**src/rtl/vx_lru_req_sched.sv**
```systemverilog
// vx_lru_req_sched: round-robin scheduler that lets NUM_REQS clients share one
// LRU victim queue (push / pop / touch / flush). One queue strobe per cycle;
// pop data returns to the winning client over a valid/ready response channel.
module vx_lru_req_sched #(
  parameter int NUM_REQS = 4,
  parameter int DATAW    = 32,
  parameter int REQ_SELW = (NUM_REQS > 1) ? $clog2(NUM_REQS) : 1
) (
  input  logic                      i_clk,
  input  logic                      i_reset,       // asynchronous, active-low
  input  logic [NUM_REQS-1:0]       i_req_valid,
  input  logic [NUM_REQS*2-1:0]     i_req_op,
  input  logic [NUM_REQS*DATAW-1:0] i_req_data,
  output logic [NUM_REQS-1:0]       o_req_ready,
  output logic                      o_rsp_valid,
  output logic [REQ_SELW-1:0]       o_rsp_idx,
  output logic [DATAW-1:0]          o_rsp_data,
  input  logic                      i_rsp_ready,
  output logic                      o_q_push,
  output logic                      o_q_pop,
  output logic                      o_q_touch,
  output logic [DATAW-1:0]          o_q_data_in,
  input  logic [DATAW-1:0]          i_q_data_out,
  input  logic                      i_q_empty,
  input  logic                      i_q_full,
  output logic                      o_busy
);

  typedef enum logic [1:0] {
    OP_PUSH  = 2'b00,
    OP_POP   = 2'b01,
    OP_TOUCH = 2'b10,
    OP_FLUSH = 2'b11
  } op_e;

  typedef enum logic [1:0] {
    ST_IDLE  = 2'b00,
    ST_RSP   = 2'b01,
    ST_FLUSH = 2'b10
  } state_e;

  state_e                r_state;
  state_e                w_state_nxt;
  logic [REQ_SELW-1:0]   r_rr;
  logic                  r_rsp_valid;
  logic [REQ_SELW-1:0]   r_rsp_idx;
  logic [DATAW-1:0]      r_rsp_data;

  logic [1:0]            w_op   [NUM_REQS];
  logic [DATAW-1:0]      w_data [NUM_REQS];
  logic [NUM_REQS-1:0]   w_elig;
  logic                  w_found;
  logic [REQ_SELW-1:0]   w_winner;
  logic [REQ_SELW-1:0]   w_cand;
  op_e                   w_win_op;
  logic                  w_grant;

  // Unpack per-requester fields and decide who could be served by the queue right now
  always_comb begin
    for (int i = 0; i < NUM_REQS; i++) begin
      w_op[i]   = i_req_op[2*i +: 2];
      w_data[i] = i_req_data[DATAW*i +: DATAW];
      case (op_e'(w_op[i]))
        OP_PUSH:  w_elig[i] = i_req_valid[i] & ~i_q_full;
        OP_FLUSH: w_elig[i] = i_req_valid[i];
        default:  w_elig[i] = i_req_valid[i] & ~i_q_empty;
      endcase
    end
  end

  // Round-robin search over eligible requesters, starting just after the last winner
  always_comb begin
    w_found  = 1'b0;
    w_winner = '0;
    w_cand   = '0;
    for (int k = 1; k <= NUM_REQS; k++) begin
      w_cand = REQ_SELW'((int'(r_rr) + k) % NUM_REQS);
      if (!w_found && w_elig[w_cand]) begin
        w_found  = 1'b1;
        w_winner = w_cand;
      end
    end
  end

  assign w_win_op = op_e'(w_op[w_winner]);
  assign w_grant  = i_reset && (r_state == ST_IDLE) && w_found;

  // Next-state logic plus grant and queue strobes; everything forced quiet while in reset
  always_comb begin
    w_state_nxt = r_state;
    o_req_ready = '0;
    o_q_push    = 1'b0;
    o_q_pop     = 1'b0;
    o_q_touch   = 1'b0;
    o_q_data_in = '0;
    case (r_state)
      ST_IDLE: begin
        if (w_found) begin
          o_req_ready[w_winner] = 1'b1;
          case (w_win_op)
            OP_PUSH: begin
              o_q_push    = 1'b1;
              o_q_data_in = w_data[w_winner];
            end
            OP_TOUCH: begin
              o_q_touch   = 1'b1;
              o_q_data_in = w_data[w_winner];
            end
            OP_POP: begin
              o_q_pop     = 1'b1;
              w_state_nxt = ST_RSP;
            end
            default: begin
              if (!i_q_empty) begin
                o_q_pop     = 1'b1;
                w_state_nxt = ST_FLUSH;
              end
            end
          endcase
        end
      end
      ST_RSP: begin
        if (r_rsp_valid && i_rsp_ready) w_state_nxt = ST_IDLE;
      end
      ST_FLUSH: begin
        if (!i_q_empty) o_q_pop = 1'b1;
        else            w_state_nxt = ST_IDLE;
      end
      default: w_state_nxt = ST_IDLE;
    endcase
    if (!i_reset) begin
      o_req_ready = '0;
      o_q_push    = 1'b0;
      o_q_pop     = 1'b0;
      o_q_touch   = 1'b0;
      o_q_data_in = '0;
    end
  end

  // State register
  always_ff @(posedge i_clk or negedge i_reset) begin
    if (!i_reset) r_state <= ST_IDLE;
    else          r_state <= w_state_nxt;
  end

  // Round-robin pointer only moves when a grant is actually issued
  always_ff @(posedge i_clk or negedge i_reset) begin
    if (!i_reset)     r_rr <= '0;
    else if (w_grant) r_rr <= w_winner;
  end

  // Response register: captured on a pop grant, held until the client accepts it
  always_ff @(posedge i_clk or negedge i_reset) begin
    if (!i_reset) begin
      r_rsp_valid <= 1'b0;
      r_rsp_idx   <= '0;
      r_rsp_data  <= '0;
    end else if (w_grant && (w_win_op == OP_POP)) begin
      r_rsp_valid <= 1'b1;
      r_rsp_idx   <= w_winner;
      r_rsp_data  <= i_q_data_out;
    end else if ((r_state == ST_RSP) && r_rsp_valid && i_rsp_ready) begin
      r_rsp_valid <= 1'b0;
    end
  end

  assign o_rsp_valid = r_rsp_valid;
  assign o_rsp_idx   = r_rsp_idx;
  assign o_rsp_data  = r_rsp_data;
  assign o_busy      = (r_state != ST_IDLE);

endmodule
```
**config.mk**
```make
export PLATFORM = sky130hd
export DESIGN_NAME = vx_lru_req_sched
export DESIGN_NICKNAME = d
export VERILOG_FILES = /design/src/rtl/vx_lru_req_sched.sv
export SDC_FILE = /design/constraint.sdc
export NUM_CORES = 1
export LEC_CHECK = 0
export ABC_AREA = 1
export CORE_ASPECT_RATIO = 1.2
export CORE_MARGIN = 3
export CORE_UTILIZATION = 34
export DETAILED_ROUTE_END_ITERATION = 7
export GPL_TIMING_DRIVEN = 1
export PLACE_DENSITY = 0.82
export SLEW_MARGIN = 20
export SYNTH_ARGS = -nofsm -noshare
export SYNTH_HDL_FRONTEND = slang
export SYNTH_SLANG_ARGS = --single-unit
```
**constraint.sdc**
```tcl
create_clock -name i_clk -period 2.91 [get_ports i_clk]
set_input_delay 0.582 -clock i_clk [delete_from_list [all_inputs] [get_ports i_clk]]
set_output_delay 0.582 -clock i_clk [all_outputs]
set_load 0.05 [all_outputs]
```
==> results <==
==> worst max-delay path: stages <==
cell,delay [ns]
buf_2,0.14
nor2_4,0.22
nor2_2,0.08
nand2_2,0.12
nand3_2,0.11
nand2_2,0.10
nand2_2,0.08
nand2_2,0.11
nand4_4,0.12
nand2_4,0.14
nand2_8,0.08
nand2_2,0.10
nand2_4,0.07
nand2_4,0.08
nand2_4,0.06
nor2_4,0.16
inv_8,0.09
buf_12,0.16
a31oi_4,0.17
buf_12,0.17
==> per-layer routing <==
metal	routed length [um]	track usage (%)	part of all wire (%)	vias to the layer above
met5	19	0	0.10	-
met3	1960	9.32	11	96
li1	-	-	-	2319
met1	5960	31.7	32	2340
met2	9330	57.0	51	338
met4	1130	14.8	6.2	2
==> registers in the layout, summed over array words and instances (netlist names) <==
signal	flops
o_rsp_valid	1
o_rsp_data	32
r_state	2
r_rr	2
o_rsp_idx	2
==> cells by family (layout without fill, tap and decap cells) <==
logic type / after synthesis / in the layout / share of synthesized area [%]
AO/OA/AOI/OAI: 50 / 50 / 9.39
XOR/XNOR: 1 / 1 / 0.509
buffers and inverters: 59 / 348 / 8.64
flip-flops: 39 / 39 / 30.5
other: 0 / 1 / 0
AND/OR/NAND/NOR: 385 / 385 / 51.0
==> repair_timing <==
action	in CTS	in global routing
pin swaps	45	29
gates resized for setup	106	30
gates cloned	5	0
endpoints found under the setup margin	76	74
buffers inserted	12	6
==> layout make-up <==
type / instances / area share [%]
well taps: 120 / 1.91
inverters: 25 / 1.36
clock buffers: 5 / 0.877
flip-flops and latches: 39 / 12.5
diodes: 1 / 0.0319
clock inverters: 3 / 0.558
multi-input cells: 436 / 36.9
repair buffers: 315 / 45.9
==> cell usage after synthesis (2+ instances only) <==
cell type / instances / share of area (%)
inv_2: 4 / 0.47
nand3_1: 88 / 14
nor2_1: 15 / 1.8
nand2_2: 3 / 0.59
buf_4: 4 / 0.94
nand2_1: 268 / 31
nand2_4: 2 / 0.70
buf_2: 12 / 1.9
a31oi_1: 32 / 6.3
dfrtp_1: 39 / 31
buf_6: 3 / 1.1
o21ai_0: 4 / 0.63
nor3_1: 2 / 0.31
clkbuf_1: 15 / 1.8
a21oi_1: 10 / 1.6
nand3_2: 3 / 0.94
inv_1: 20 / 2.3
==> final timing paths <==
kind,startpoint,end,cells after the start
max in group asynchronous,i_reset,r_rr[1],2
worst max register to register,r_rr[0],o_rsp_data[20],19
worst min-delay path,i_reset,o_rsp_data[17],2
min in group i_clk,o_rsp_data[17],o_rsp_data[17],2
worst max-delay path,i_req_op[3],o_q_data_in[21],20
worst min register to register,o_rsp_data[17],o_rsp_data[17],2
==> through the flow <==
step | utilization, % | hold WS, ns | setup TNS (ns) | cell area, sq um | setup slack (ns)
floorplan | - | 0.286 | -1.79 | 3920 | -0.130
detailed placement | 78.3 | 0.459 | -53.15 | 7150 | -0.871
global placement | 78.3 | 0.453 | -44.83 | 7150 | -0.769
global route | 86.0 | 0.381 | -28.45 | 7850 | -0.728
finish | 86.0 | 0.356 | -22.17 | 7850 | -0.623
CTS | 84.1 | 0.377 | -12.24 | 7680 | -0.366
==> metrics.md <==
| Metric | Value |
|---|---|
| Status | complete, but fails checks |
| Failing checks | negative setup slack |
| DRC viols | 0 |
| Final WL | 18.4 mm |
| Synthesis warning total | 0 |
| Max clock buf depth | 2 |
| Max-slew headroom | 63.3% |
| Worst setup SP type | input pin |
| Share of cells above drive strength 1 | 28.6% |
| CTS Hold Bufs | 0 |
| Vias per cell | 5.40 |
| Cell area after synthesis | 3200 sq um |
| Sink Count | 39 |
| Skew-Pair Late Insertion Delay | 0.31 ns |
| Gpl congestion | 0.951 |
| #FFs+latches synth | 39 |
| Die ar. | 10600 sq um |
| Core Box Area | 9130 sq um |
| Global-route wire length before repair | 25.8 mm |
| Count of different cell masters after synthesis | 27 |
| Hold Crit Class | input pin to asynchronous set/reset pin |
| Top_reg_cell synth | dfrtp_1 |
| Core Rows | 38 |
| WP data required | 2.33 ns |
| Crit Path Max Fanout | 8 |
| Commonest non-fill, non-tap cell in the layout | nand2_1 |
| H-tree levels | 2 |
| Cell count after placement | 913 |
| Grt ovf | 0 |
| Final #Nets | 999 |
| DR vias | 5095 |
| Port Buffer Count | 251 |
| Final Setup Violations | 43 |
| Reg clk slew, reported paths | 0.08 ns |
| Fmax | 0.283 GHz |
| CTS tree | yes |
| Gate Count Post-Synth | 534 |
| Die height | 112 um |
| Total track usage | 31.2% |
| Critical Path AT | 2.95 ns |
| RSZ-0062 raised after global routing | true |
| Initial Util | 35.0% |
| Worst R2R Setup Slack | 0.03 ns |
| Worst Tran Pin Value | 0.549 ns |
| Layout Cells excl Fill | 944 |
| Most frequent cells in the layout | 248 x nand2_1, 197 x clkdlybuf4s50_1, 72 x nand3_1 |
| Hpwl dp | 12.6 mm |
| Slew Limit Fails | 0 |
| Chip width | 94.6 um |
| CP Capture Type | output pin |
| Sequential Area | 978 sq um |
| Initial antenna violation count | 1 |
| Max_cap viols | 0 |
| Multi-input gate area | 2890 sq um |
| Largest net degree at the start of global routing | 41 |
| Root Buffer | clkbuf_8 |
| Clk_skew | 0.00717 ns |
| Area Growth Syn to Fin | 145% |
| Num CTS Buffers | 5 |
| Fraction of registers with async set/reset | 100% |
| Seq/Total Area, Yosys | 30.5% |
| Final hold vios | 0 |
| Post-synthesis net count | 711 |
| Mean area per synthesized cell | 5.99 sq um |
| Final Cycle Share | 121% |
| Crit path kind | input pin to output pin |
| # IOs | 252 |
| Post-DRT Antenna Nets | 0 |
| Fin worst setup slack | -0.623 ns |
| TritonRoute pass-1 iters | 5 |
| DRT iter0 DRCs | 280 |
| Layout fillers | 486 |
| Routed len/inst | 19.5 um |
| Crit path time final | 3.53 ns |
| Vias in the first global route | 5020 |
| Number of synthesized flops with an enable pin | 0 |
Power of run 1 is not shown: default switching activity piles up to over one toggle a cycle in this logic, so the estimate is an artifact.
